[src/rtl/vga_csr_pkg.sv]
// VGA CSR block: register map, field positions and timing defaults.
// Shared by the register file and anything that decodes its outputs.
package vga_csr_pkg;

   localparam logic [7:0] ADDR_ID      = 8'h00;
   localparam logic [7:0] ADDR_CTRL    = 8'h04;
   localparam logic [7:0] ADDR_STATUS  = 8'h08;
   localparam logic [7:0] ADDR_FB_BASE = 8'h0C;
   localparam logic [7:0] ADDR_H_TIM   = 8'h10;
   localparam logic [7:0] ADDR_V_TIM   = 8'h14;
   localparam logic [7:0] ADDR_SCRATCH = 8'h18;

   localparam logic [31:0] ID_VALUE = 32'h5647_4131;

   localparam int CTRL_EN_BIT     = 0;
   localparam int CTRL_IRQ_EN_BIT = 1;
   localparam int CTRL_COMMIT_BIT = 2;

   localparam int STAT_VSYNC_BIT  = 0;
   localparam int STAT_COMMIT_BIT = 1;
   localparam int STAT_FCNT_LSB   = 16;
   localparam int FCNT_W          = 16;

   localparam int TIM_W       = 12;
   localparam int TIM_ACT_LSB = 0;
   localparam int TIM_TOT_LSB = 16;

   localparam logic [TIM_W-1:0] H_ACTIVE_RST = 12'd640;
   localparam logic [TIM_W-1:0] H_TOTAL_RST  = 12'd800;
   localparam logic [TIM_W-1:0] V_ACTIVE_RST = 12'd480;
   localparam logic [TIM_W-1:0] V_TOTAL_RST  = 12'd525;

   typedef enum logic [2:0] {
      REG_ID,
      REG_CTRL,
      REG_STATUS,
      REG_FB_BASE,
      REG_H_TIM,
      REG_V_TIM,
      REG_SCRATCH,
      REG_NONE
   } reg_sel_e;

   function automatic reg_sel_e decode_addr(input logic [7:0] a);
      reg_sel_e s;
      s = REG_NONE;
      unique case (1'b1)
         (a == ADDR_ID):      s = REG_ID;
         (a == ADDR_CTRL):    s = REG_CTRL;
         (a == ADDR_STATUS):  s = REG_STATUS;
         (a == ADDR_FB_BASE): s = REG_FB_BASE;
         (a == ADDR_H_TIM):   s = REG_H_TIM;
         (a == ADDR_V_TIM):   s = REG_V_TIM;
         (a == ADDR_SCRATCH): s = REG_SCRATCH;
         default:             s = REG_NONE;
      endcase
      return s;
   endfunction

   function automatic logic [31:0] pack_timing(
      input logic [TIM_W-1:0] act,
      input logic [TIM_W-1:0] tot
   );
      logic [31:0] w;
      w = '0;
      w[TIM_ACT_LSB +: TIM_W] = act;
      w[TIM_TOT_LSB +: TIM_W] = tot;
      return w;
   endfunction

endpackage

[src/rtl/vga_csr_regs.sv]
// VGA control/status registers with frame-synchronous shadow commit.
// Shadowed timing/base registers move to the outputs on frame_start.
module vga_csr_regs
   import vga_csr_pkg::*;
(
   input  logic             clk,
   input  logic             reset,
   input  logic [7:0]       csr_address,
   input  logic             csr_write,
   input  logic [31:0]      csr_wr_data,
   input  logic             csr_read,
   output logic [31:0]      csr_rd_data,
   input  logic             frame_start,
   output logic             ctrl_enable,
   output logic             irq,
   output logic [31:0]      fb_base,
   output logic [TIM_W-1:0] h_active,
   output logic [TIM_W-1:0] h_total,
   output logic [TIM_W-1:0] v_active,
   output logic [TIM_W-1:0] v_total
);

   reg_sel_e          sel;
   logic [31:0]       rd_next;
   logic              irq_en;
   logic              commit_pending;
   logic              vsync_pend;
   logic [FCNT_W-1:0] frame_count;
   logic [31:0]       scratch;
   logic [31:0]       fb_base_sh;
   logic [TIM_W-1:0]  h_act_sh, h_tot_sh;
   logic [TIM_W-1:0]  v_act_sh, v_tot_sh;
   logic              wr_ctrl, wr_status, wr_fb, wr_h, wr_v, wr_scr;
   logic              commit_fire;

   assign sel         = decode_addr(csr_address);
   assign wr_ctrl     = csr_write && (sel == REG_CTRL);
   assign wr_status   = csr_write && (sel == REG_STATUS);
   assign wr_fb       = csr_write && (sel == REG_FB_BASE);
   assign wr_h        = csr_write && (sel == REG_H_TIM);
   assign wr_v        = csr_write && (sel == REG_V_TIM);
   assign wr_scr      = csr_write && (sel == REG_SCRATCH);
   // Uses the pending flag as it stood before this edge
   assign commit_fire = frame_start && commit_pending;

   always_comb begin
      rd_next = '0;
      unique case (sel)
         REG_ID:      rd_next = ID_VALUE;
         REG_CTRL: begin
            rd_next[CTRL_EN_BIT]     = ctrl_enable;
            rd_next[CTRL_IRQ_EN_BIT] = irq_en;
         end
         REG_STATUS: begin
            rd_next[STAT_VSYNC_BIT]  = vsync_pend;
            rd_next[STAT_COMMIT_BIT] = commit_pending;
            rd_next[STAT_FCNT_LSB +: FCNT_W] = frame_count;
         end
         REG_FB_BASE: rd_next = fb_base_sh;
         REG_H_TIM:   rd_next = pack_timing(h_act_sh, h_tot_sh);
         REG_V_TIM:   rd_next = pack_timing(v_act_sh, v_tot_sh);
         REG_SCRATCH: rd_next = scratch;
         default:     rd_next = '0;
      endcase
   end

   always_ff @(posedge clk or posedge reset) begin
      if (reset) begin
         csr_rd_data <= '0;
      end else if (csr_read) begin
         csr_rd_data <= rd_next;
      end
   end

   always_ff @(posedge clk or posedge reset) begin
      if (reset) begin
         ctrl_enable    <= 1'b0;
         irq_en         <= 1'b0;
         commit_pending <= 1'b0;
         scratch        <= '0;
      end else begin
         if (wr_ctrl) begin
            ctrl_enable <= csr_wr_data[CTRL_EN_BIT];
            irq_en      <= csr_wr_data[CTRL_IRQ_EN_BIT];
         end
         if (commit_fire) begin
            commit_pending <= 1'b0;
         end
         // A new request re-arms for the following frame
         if (wr_ctrl && csr_wr_data[CTRL_COMMIT_BIT]) begin
            commit_pending <= 1'b1;
         end
         if (wr_scr) begin
            scratch <= csr_wr_data;
         end
      end
   end

   always_ff @(posedge clk or posedge reset) begin
      if (reset) begin
         vsync_pend  <= 1'b0;
         frame_count <= '0;
         irq         <= 1'b0;
      end else begin
         if (frame_start) begin
            vsync_pend  <= 1'b1;
            frame_count <= frame_count + 1'b1;
         end else if (wr_status && csr_wr_data[STAT_VSYNC_BIT]) begin
            vsync_pend <= 1'b0;
         end
         irq <= vsync_pend && irq_en;
      end
   end

   always_ff @(posedge clk or posedge reset) begin
      if (reset) begin
         fb_base_sh <= '0;
         h_act_sh   <= H_ACTIVE_RST;
         h_tot_sh   <= H_TOTAL_RST;
         v_act_sh   <= V_ACTIVE_RST;
         v_tot_sh   <= V_TOTAL_RST;
      end else begin
         if (wr_fb) begin
            fb_base_sh <= csr_wr_data;
         end
         if (wr_h) begin
            h_act_sh <= csr_wr_data[TIM_ACT_LSB +: TIM_W];
            h_tot_sh <= csr_wr_data[TIM_TOT_LSB +: TIM_W];
         end
         if (wr_v) begin
            v_act_sh <= csr_wr_data[TIM_ACT_LSB +: TIM_W];
            v_tot_sh <= csr_wr_data[TIM_TOT_LSB +: TIM_W];
         end
      end
   end

   always_ff @(posedge clk or posedge reset) begin
      if (reset) begin
         fb_base  <= '0;
         h_active <= H_ACTIVE_RST;
         h_total  <= H_TOTAL_RST;
         v_active <= V_ACTIVE_RST;
         v_total  <= V_TOTAL_RST;
      end else if (commit_fire) begin
         fb_base  <= fb_base_sh;
         h_active <= h_act_sh;
         h_total  <= h_tot_sh;
         v_active <= v_act_sh;
         v_total  <= v_tot_sh;
      end
   end

endmodule

[config.mk]
export PLATFORM = sky130hd
export DESIGN_NAME = vga_csr_regs
export DESIGN_NICKNAME = d
export VERILOG_FILES = /design/src/rtl/vga_csr_pkg.sv /design/src/rtl/vga_csr_regs.sv
export SDC_FILE = /design/constraint.sdc
export NUM_CORES = 1
export LEC_CHECK = 0
export CORE_MARGIN = 8
export CORE_UTILIZATION = 56
export CTS_BUF_LIST = sky130_fd_sc_hd__clkbuf_2
export CTS_CLUSTER_DIAMETER = 200
export CTS_CLUSTER_SIZE = 12
export DETAILED_ROUTE_END_ITERATION = 6
export GPL_TIMING_DRIVEN = 0
export PLACE_DENSITY = 0.82
export SYNTH_ARGS = -nofsm -noshare
export SYNTH_HDL_FRONTEND = slang
export SYNTH_SLANG_ARGS = --single-unit
[constraint.sdc]
create_clock -name clk -period 9.9 [get_ports clk]
set_clock_uncertainty 0.15 [all_clocks]
set_input_delay 0.99 -clock clk [delete_from_list [all_inputs] [get_ports clk]]
set_output_delay 0.99 -clock clk [all_outputs]
set_load 0.01 [all_outputs]
---- After elaboration in Yosys (flattened, before gate mapping) ----
Index checks and enable logic that the tools add are counted.
operators by class
  $add $sub $neg .......................... 1
  reduce and logical (&&, ||, !) cells .... 14
  muxes and demuxes ....................... 8
  eq/ne operators ......................... 12
operators by type and width
  operator               count
  $pmux 16 s6            1
  $pmux 14 s5            1
  $eq 8x5->1 const B     3
  $pmux 3 s7             1
  $add 16x1->16 const B  1
  $eq 8x4->1 const B     2
  $pmux 2 s7             1
  $logic_and 1x1->1      10
  $eq 3x3->1 const B     3
  $eq 8x3->1 const B     1
  $logic_not 8->1        1
  $eq 3x2->1 const B     2
  $mux 1                 4
  $reduce_bool 2->1      2
  $eq 3x1->1 const B     1
  $logic_not 3->1        1
word-level totals
  output and inout bits ................... 114
  register bits after elaboration ......... 245
  logic and storage cells ................. 53
  input port bits ......................... 45

---- Depth between registers and ports, before layout ----
Gate-level depths: netlist (run 1).
  word-level depth ........................ 7
  gate-level depth with buffers ........... 9

---- Least setup slack after synthesis (run 1) ----
No wires, ideal clock.
  path type ............................... in2reg
  from .................................... in csr_address[3]
  to ...................................... reg v_act_sh[0]
  path slack .............................. 7.254 ns
  arrival ................................. 2.371 ns
  data required time ...................... 9.625 ns
  stages on the path ...................... 9
  library setup time ...................... 0.125 ns
  cells stage by stage .................... buf_4 > nor2b_2 > buf_6 > and4_1 > buf_6 > and2_1 > buf_6 > buf_6 > mux2_2
on the way
  longest elaborated chain between the ends .. 4
  elaborated cells on any way between the ends .. 10
  those cells by class .................... eq/ne (7); mux (1); reduce/logical (2)
ends and longest elaborated chain
  element                                   RTL line             RTL
  start: declaration                        vga_csr_regs.sv:8    input logic [7:0] csr_address,
  $eq 8x5->1, or another cell as far along  vga_csr_pkg.sv:54    (a == ADDR_SCRATCH): s = REG_SCRATCH;
  $pmux 3 s7 *                              vga_csr_pkg.sv:47    unique case (1'b1)
  $eq 3x3->1 *                              vga_csr_regs.sv:41   assign wr_v = csr_write && (sel == REG_V_TIM);
  $logic_and 1x1->1 *                       vga_csr_regs.sv:41
  end signal: assignment                    vga_csr_regs.sv:131  v_act_sh <= csr_wr_data[TIM_ACT_LSB +: TIM_W];
  end: declaration                          vga_csr_regs.sv:32   logic [TIM_W-1:0] v_act_sh, v_tot_sh;
Every way passes the cells marked *; elsewhere a longest branch is shown, timed or not.
A chain may end at the register's enable or synchronous reset.

---- Final worst setup path (run 1) ----
  from .................................... reg v_total[3]
  to ...................................... out v_total[3]
RTL lines
  element                   RTL line             RTL
  start: declaration        vga_csr_regs.sv:20   output logic [TIM_W-1:0] v_total
  start signal: assignment  vga_csr_regs.sv:149  v_total <= v_tot_sh;
No word-level cell between the ends.

==> flow_summary.ini, run 1 <==
[outcome]
status = finished clean

[power_and_ir_drop]
clkPwrFrac_pct = 26.1
ir_drop_v = 0.0000776
pwr-share-seq_pct = 65.2
power.density_nw_per_um2 = 132
p_int_w = 0.00123
p_total_w = 0.00166
power.switching_w = 0.000435
power.leakage_nw = 5.87
pwr-share-comb_pct = 8.7
switching_share_pct = 26.2

[critical_path]
worstSetupEndpoint = v_total[3]
crit_family = flip-flops
crit_chain = clkdlybuf4s50_1
critPathArrivalTime_ns = 1.95
crit_required_ns = 8.76
worstReg2RegStart = commit_pending$_DFFE_PP0P_
setup.worst_path.start = v_total[3]$_DFFE_PP1P_
reg2reg_slack_ns = 7.83
cp-end-kind = primary output
worst-path-stages = 1
slowest_delay_ns = 0.61
cp_max_fo = 2
cp_slowest_cell = dfstp_2
crit_type = reg -> out
critPathBufInv = 1
r2r_cells = 3
rr_endpoint = h_total[10]$_DFFE_PP0P_
critPathLaunchType = flip-flop

[synth]
synthFlopType = dfrtp_1
syn_area_um2 = 10400
ys_warn_count = 0
ys_seq_area_share_pct = 59.2
synthesis.nets = 784
synth_cells = 738
ys_ff_latch = 245
synth.distinct_cells = 49
async_flop_share_pct = 100
synth_enable_flop_cells = 0
postSynthAreaPerCell_um2 = 14.1

[clock_tree]
holdBufCountCts = 0
cts.path.max_buffers = 3
cts_inserted_buffers = 24
cts_tree = yes
clock-sinks = 245
cts-root-buf = clkbuf_2
clock_latency_ns = 0.80
clkTransAtPathRegs_ns = 0.22
htreeDepth = 1
cts_resized = 0
postCtsSetupRepairBufs = 0

[placement]
place_congestion = 0.923
dp_cells = 1129
hpwl_um = 19200
numPortBuffers = 155
postPlaceCellArea_um2 = 12300

[floorplanning]
ioPinCount = 159
core_um2 = 18500
num_rows = 50
die-area_um2 = 23200
die_h_um = 152
initial_utilization_pct = 56.4
die_w_um = 152

[global_routing]
gr-total-overflow = 0
antenna_found_initial = 3
track_usage_pct = 23.1
grt_pass1_vias = 7202
grt_pass1_wl_um = 42100
grt_max_degree = 108

[worst_hold_path]
hp-class = reg -> reg

[route]
avgRoutedWirePerCell_um = 23.1
vias_per_cell = 5.90
num_vias = 6939
drc = 0
postRouteAntennaNets = 0
drt_iter0_markers = 547
dr.pass1.iters = 5
drt-total-wl_um = 27200

[layout]
layout_commonest_cell = dfrtp_1
nFillCells = 1365
final_cell_mix = dfrtp_1 (219), mux2_2 (185), clkdlybuf4s50_1 (155), clkbuf_2 (43), nand2_1 (29)
final_cells = 1176
layout-drive-gt1-share_pct = 33.0
area_delta_synth_final_pct = 20.5
post-route-util_pct = 68.0
fin_area_um2 = 12600
fin_nets = 967

[timing]
relSlewSlack_pct = 24.6
whs_ns = 0.338
setup_viol = 0
period_minus_slack_ns = 3.09
fmax_mhz = 324
worstMarginPinSlew_ns = 1.12
drv_slew = 0
hold_viol = 0
fin_crit_sh_pct = 31.2
rsz0062_at_grt = no

[job]
drv_cap = 0
==> worst min path at each step <==
stage          cells after the start                           to  slack [ns]                         from
6_report                           1  frame_count[15]$_DFFE_PP0P_        0.34  frame_count[15]$_DFFE_PP0P_
5_1_grt                            2      v_active[2]$_DFFE_PP0P_        0.35                        reset
4_1_cts                            2      v_active[2]$_DFFE_PP0P_        0.31                        reset
3_5_place_dp                       1  frame_count[15]$_DFFE_PP0P_        0.31  frame_count[15]$_DFFE_PP0P_
3_3_place_gp                       1  frame_count[15]$_DFFE_PP0P_        0.31  frame_count[15]$_DFFE_PP0P_
2_1_floorplan                      1  frame_count[15]$_DFFE_PP0P_        0.29  frame_count[15]$_DFFE_PP0P_
==> flip-flops by register name, summed over array words and instances, names as in the netlist <==
name / flops
v_tot_sh: 12
commit_pending: 1
v_act_sh: 12
v_total: 12
ctrl_enable: 1
scratch: 32
h_act_sh: 12
h_total: 12
h_active: 12
fb_base_sh: 32
csr_rd_data: 32
irq_en: 1
vsync_pend: 1
fb_base: 32
h_tot_sh: 12
v_active: 12
irq: 1
frame_count: 16
==> cells in the mapped netlist (all sizes together) (5+ instances only) <==
master / n / area, um^2
nor3: 12 / 87.6
nand2: 32 / 133
xor2: 7 / 61.3
nand3: 10 / 55.1
clkbuf: 15 / 56.3
dfrtp: 219 / 5480
a22oi: 23 / 173
o21ai: 12 / 60.1
nor2b: 5 / 33.8
a31oi: 9 / 56.3
a21oi: 15 / 75.1
mux2: 205 / 2380
a2bb2oi: 13 / 114
mux2i: 9 / 90.1
inv: 6 / 22.5
o2bb2ai: 18 / 158
and3: 6 / 37.5
a41oi: 6 / 52.6
xnor2: 8 / 70.1
dfstp: 26 / 683
buf: 28 / 199
nor2: 23 / 101
==> per-stage QoR <==
step	TNS [ns]	worst slack, ns
finish	0	6.81
global route	0	6.73
CTS	0	6.76
detailed placement	0	6.33
global placement	-191.11	-0.892
floorplan	0	2.07
==> layer usage <==
| layer | GRT usage (%) | part of all wire (%) |
|---|---|---|
| met1 | 30.3 | 42 |
| met2 | 37.0 | 48 |
| met3 | 4.96 | 7.6 |
| met5 | 0 | 0 |
| met4 | 8.71 | 3.1 |
==> kinds of logic after synthesis <==
| group | after synthesis | synth area share [%] |
|---|---|---|
| compound gates | 111 | 7.71 |
| xor+xnor | 15 | 1.26 |
| fa+ha+maj | 1 | 0.120 |
| buf+inv | 50 | 2.70 |
| flops | 245 | 59.2 |
| mux | 214 | 23.8 |
| simple gates | 102 | 5.26 |
==> final cells by class <==
cell class                 count  area, um^2  area share [%]
inverter                       7        33.8           0.269
clock inverter                 1        8.76          0.0698
sequential                   245        6160            49.1
clock buffer                  43         215            1.71
tap                          234         293            2.33
buffer                        43         255            2.03
timing repair buffer         157        1610            12.8
antenna                        3        7.51          0.0598
multi-input combinational    443        3970            31.6
==> power groups by stage <==
stage                     clock network, W  registers, W   logic, W
final                             0.000433       0.00108   0.000145
after global routing              0.000474       0.00109   0.000160
after CTS                         0.000442       0.00108   0.000146
after detailed placement                 0       0.00110   0.000145
after global placement                   0       0.00110   0.000139
after floorplan                          0       0.00109  0.0000864
Note: power is estimated with default switching activity, not from simulation.
==> inputs of run 2 (changes only) <==
- CORE_UTILIZATION: 56 -> 51
- PLACE_DENSITY: 0.82 -> 0.79
- clock period: 9.9 -> 2.8 ns (I/O delays scaled with it)
==> run 2 against run 1 <==
  * Cell count grew 6.1%
  * Largest cell class unchanged
  * Critical endpoint is now csr_rd_data[1]$_DFFE_PP0P_
  * Power rose to 3.6 times the previous value
  * Sequential cell count did not move
  * Combinational power rose to 3.9 times the previous value
  * Non-clock buffer count up 37
  * Register-to-register slack got worse by 7.1 ns
==> flow_summary.ini, run 2 (synthesis gave the netlist of run 1 again) <==
[route]
dr.pass1.iters = 5
drt-total-wl_um = 27900
drt_iter0_markers = 599
avgRoutedWirePerCell_um = 22.4
drc = 0
vias_per_cell = 5.65
postRouteAntennaNets = 0
num_vias = 7048

[clock_tree]
cts_inserted_buffers = 24
cts_resized = 0
htreeDepth = 1
cts-root-buf = clkbuf_2
clock_latency_ns = 0.81
clkTransAtPathRegs_ns = 0.24
cts_tree = yes
clock-sinks = 245
cts.path.max_buffers = 3

[critical_path]
cp-end-kind = flip-flop
slowest_delay_ns = 0.62
critPathLaunchType = primary input
crit_chain = clkdlybuf4s50_1 -> or3_4 -> nor3_4 -> o211ai_1 -> dlygate4sd3_1 -> o2bb2ai_1 -> dlygate4sd3_1
cp_slowest_cell = dlygate4sd3_1
crit_required_ns = 3.43
crit_type = in -> reg
cp_max_fo = 7
critPathArrivalTime_ns = 3.03
path_common_cell = dlygate4sd3_1

[layout]
layout_commonest_cell = dfrtp_1
final_cells = 1248
nFillCells = 1572
layout-drive-gt1-share_pct = 32.1
fin_nets = 1004
final_cell_mix = dfrtp_1 (219), mux2_2 (185), clkdlybuf4s50_1 (155), clkbuf_2 (42), dlygate4sd3_1 (33)
area_delta_synth_final_pct = 24.7

[timing]
period_minus_slack_ns = 2.40
setup_viol = 0
relSlewSlack_pct = 37.9
fmax_mhz = 416
fin_crit_sh_pct = 85.9
drv_slew = 0
hold_viol = 0
rsz0062_at_grt = no
worstMarginPinSlew_ns = 0.925
worst_slack_ns = 0.396
fin_setup_tns_ns = 0

[floorplanning]
num_rows = 52
core_um2 = 20200
die_h_um = 159
die_w_um = 159
die-area_um2 = 25200
initial_utilization_pct = 51.6
ioPinCount = 159

[worst_hold_path]
hp-class = in -> reg

[placement]
dpl_worst_slack_ns = -0.00950
place_congestion = 0.888
dp_cells = 1169
numPortBuffers = 155
hpwl_um = 20000

[global_routing]
antenna_found_initial = 3
grt_pass1_vias = 7394
grt_pass1_wl_um = 44000
grt_max_degree = 42
track_usage_pct = 21.9
gr-total-overflow = 0

[power_and_ir_drop]
power.density_nw_per_um2 = 455
power.leakage_nw = 6.03
ir_drop_v = 0.000282

[outcome]
status = finished clean

[job]
drv_cap = 0
-- run 2: layout make-up --
type                    instances  area, um^2  share of cell area [%]
diodes                          3        7.51                  0.0578
plain buffers                  43         255                    1.97
clock buffers                  42         210                    1.62
clock inverters                 1        8.76                  0.0675
inverters                       7        30.0                   0.231
multi-input cells             443        3970                    30.6
flip-flops and latches        245        6160                    47.5
well taps                     270         338                    2.60
repair buffers                194        2000                    15.4
-- run 2: worst max-delay path: cells and delay by family --
family                 cells  cell delay [ns]
buffers and inverters      3             1.62
AND/OR/NAND/NOR            2             0.80
AO/OA/AOI/OAI              2             0.32
-- run 2: worst paths after layout --
path | start | end | slack, ns | cells after the start
setup / recovery | csr_address[5] | csr_rd_data[1]$_DFFE_PP0P_ | 0.40 | 7
hold / removal | csr_wr_data[1] | fb_base_sh[1]$_DFFE_PP0P_ | 0.06 | 2
setup reg to reg | commit_pending$_DFFE_PP0P_ | h_active[1]$_DFFE_PP0P_ | 0.76 | 3
hold reg to reg | frame_count[15]$_DFFE_PP0P_ | frame_count[15]$_DFFE_PP0P_ | 0.34 | 1
max in group asynchronous | reset | h_total[5]$_DFFE_PP1P_ | 0.92 | 6
min in group asynchronous | reset | v_active[3]$_DFFE_PP0P_ | 0.34 | 3
-- run 2: repair_timing --
action | in CTS | in global routing
setup buffers | 0 | 0
hold buffers | 33 | 0
endpoints found under the hold margin | 128 | 0
-- run 2: layer usage --
layer | wire, um | vias to the layer above | track usage (%)
met3 | 1940 | 47 | 4.58
met2 | 13300 | 261 | 35.4
met1 | 12000 | 3608 | 29.5
li1 | - | 3132 | -
met4 | 692 | 0 | 6.52
met5 | 0 | - | 0
-- run 2: report_power, final --
group          internal (W)  total (W)  switching [W]  leakage (nW)
Sequential          0.00369    0.00383       0.000140          3.28
Combinational      0.000290   0.000565       0.000275          2.58
Clock              0.000386    0.00152        0.00113         0.179
-- run 2: through the flow --
step	cell area, um^2	power [W]	hold slack (ns)	util [%]
2_1_floorplan	10400	0.00416	0.258	-
3_3_place_gp	12300	0.00438	0.310	61.0
3_5_place_dp	12400	0.00442	0.310	61.6
4_1_cts	13000	0.00595	0.000604	64.3
5_1_grt	13000	0.00617	-0.00332	64.4
6_report	13000	0.00591	0.0552	64.4
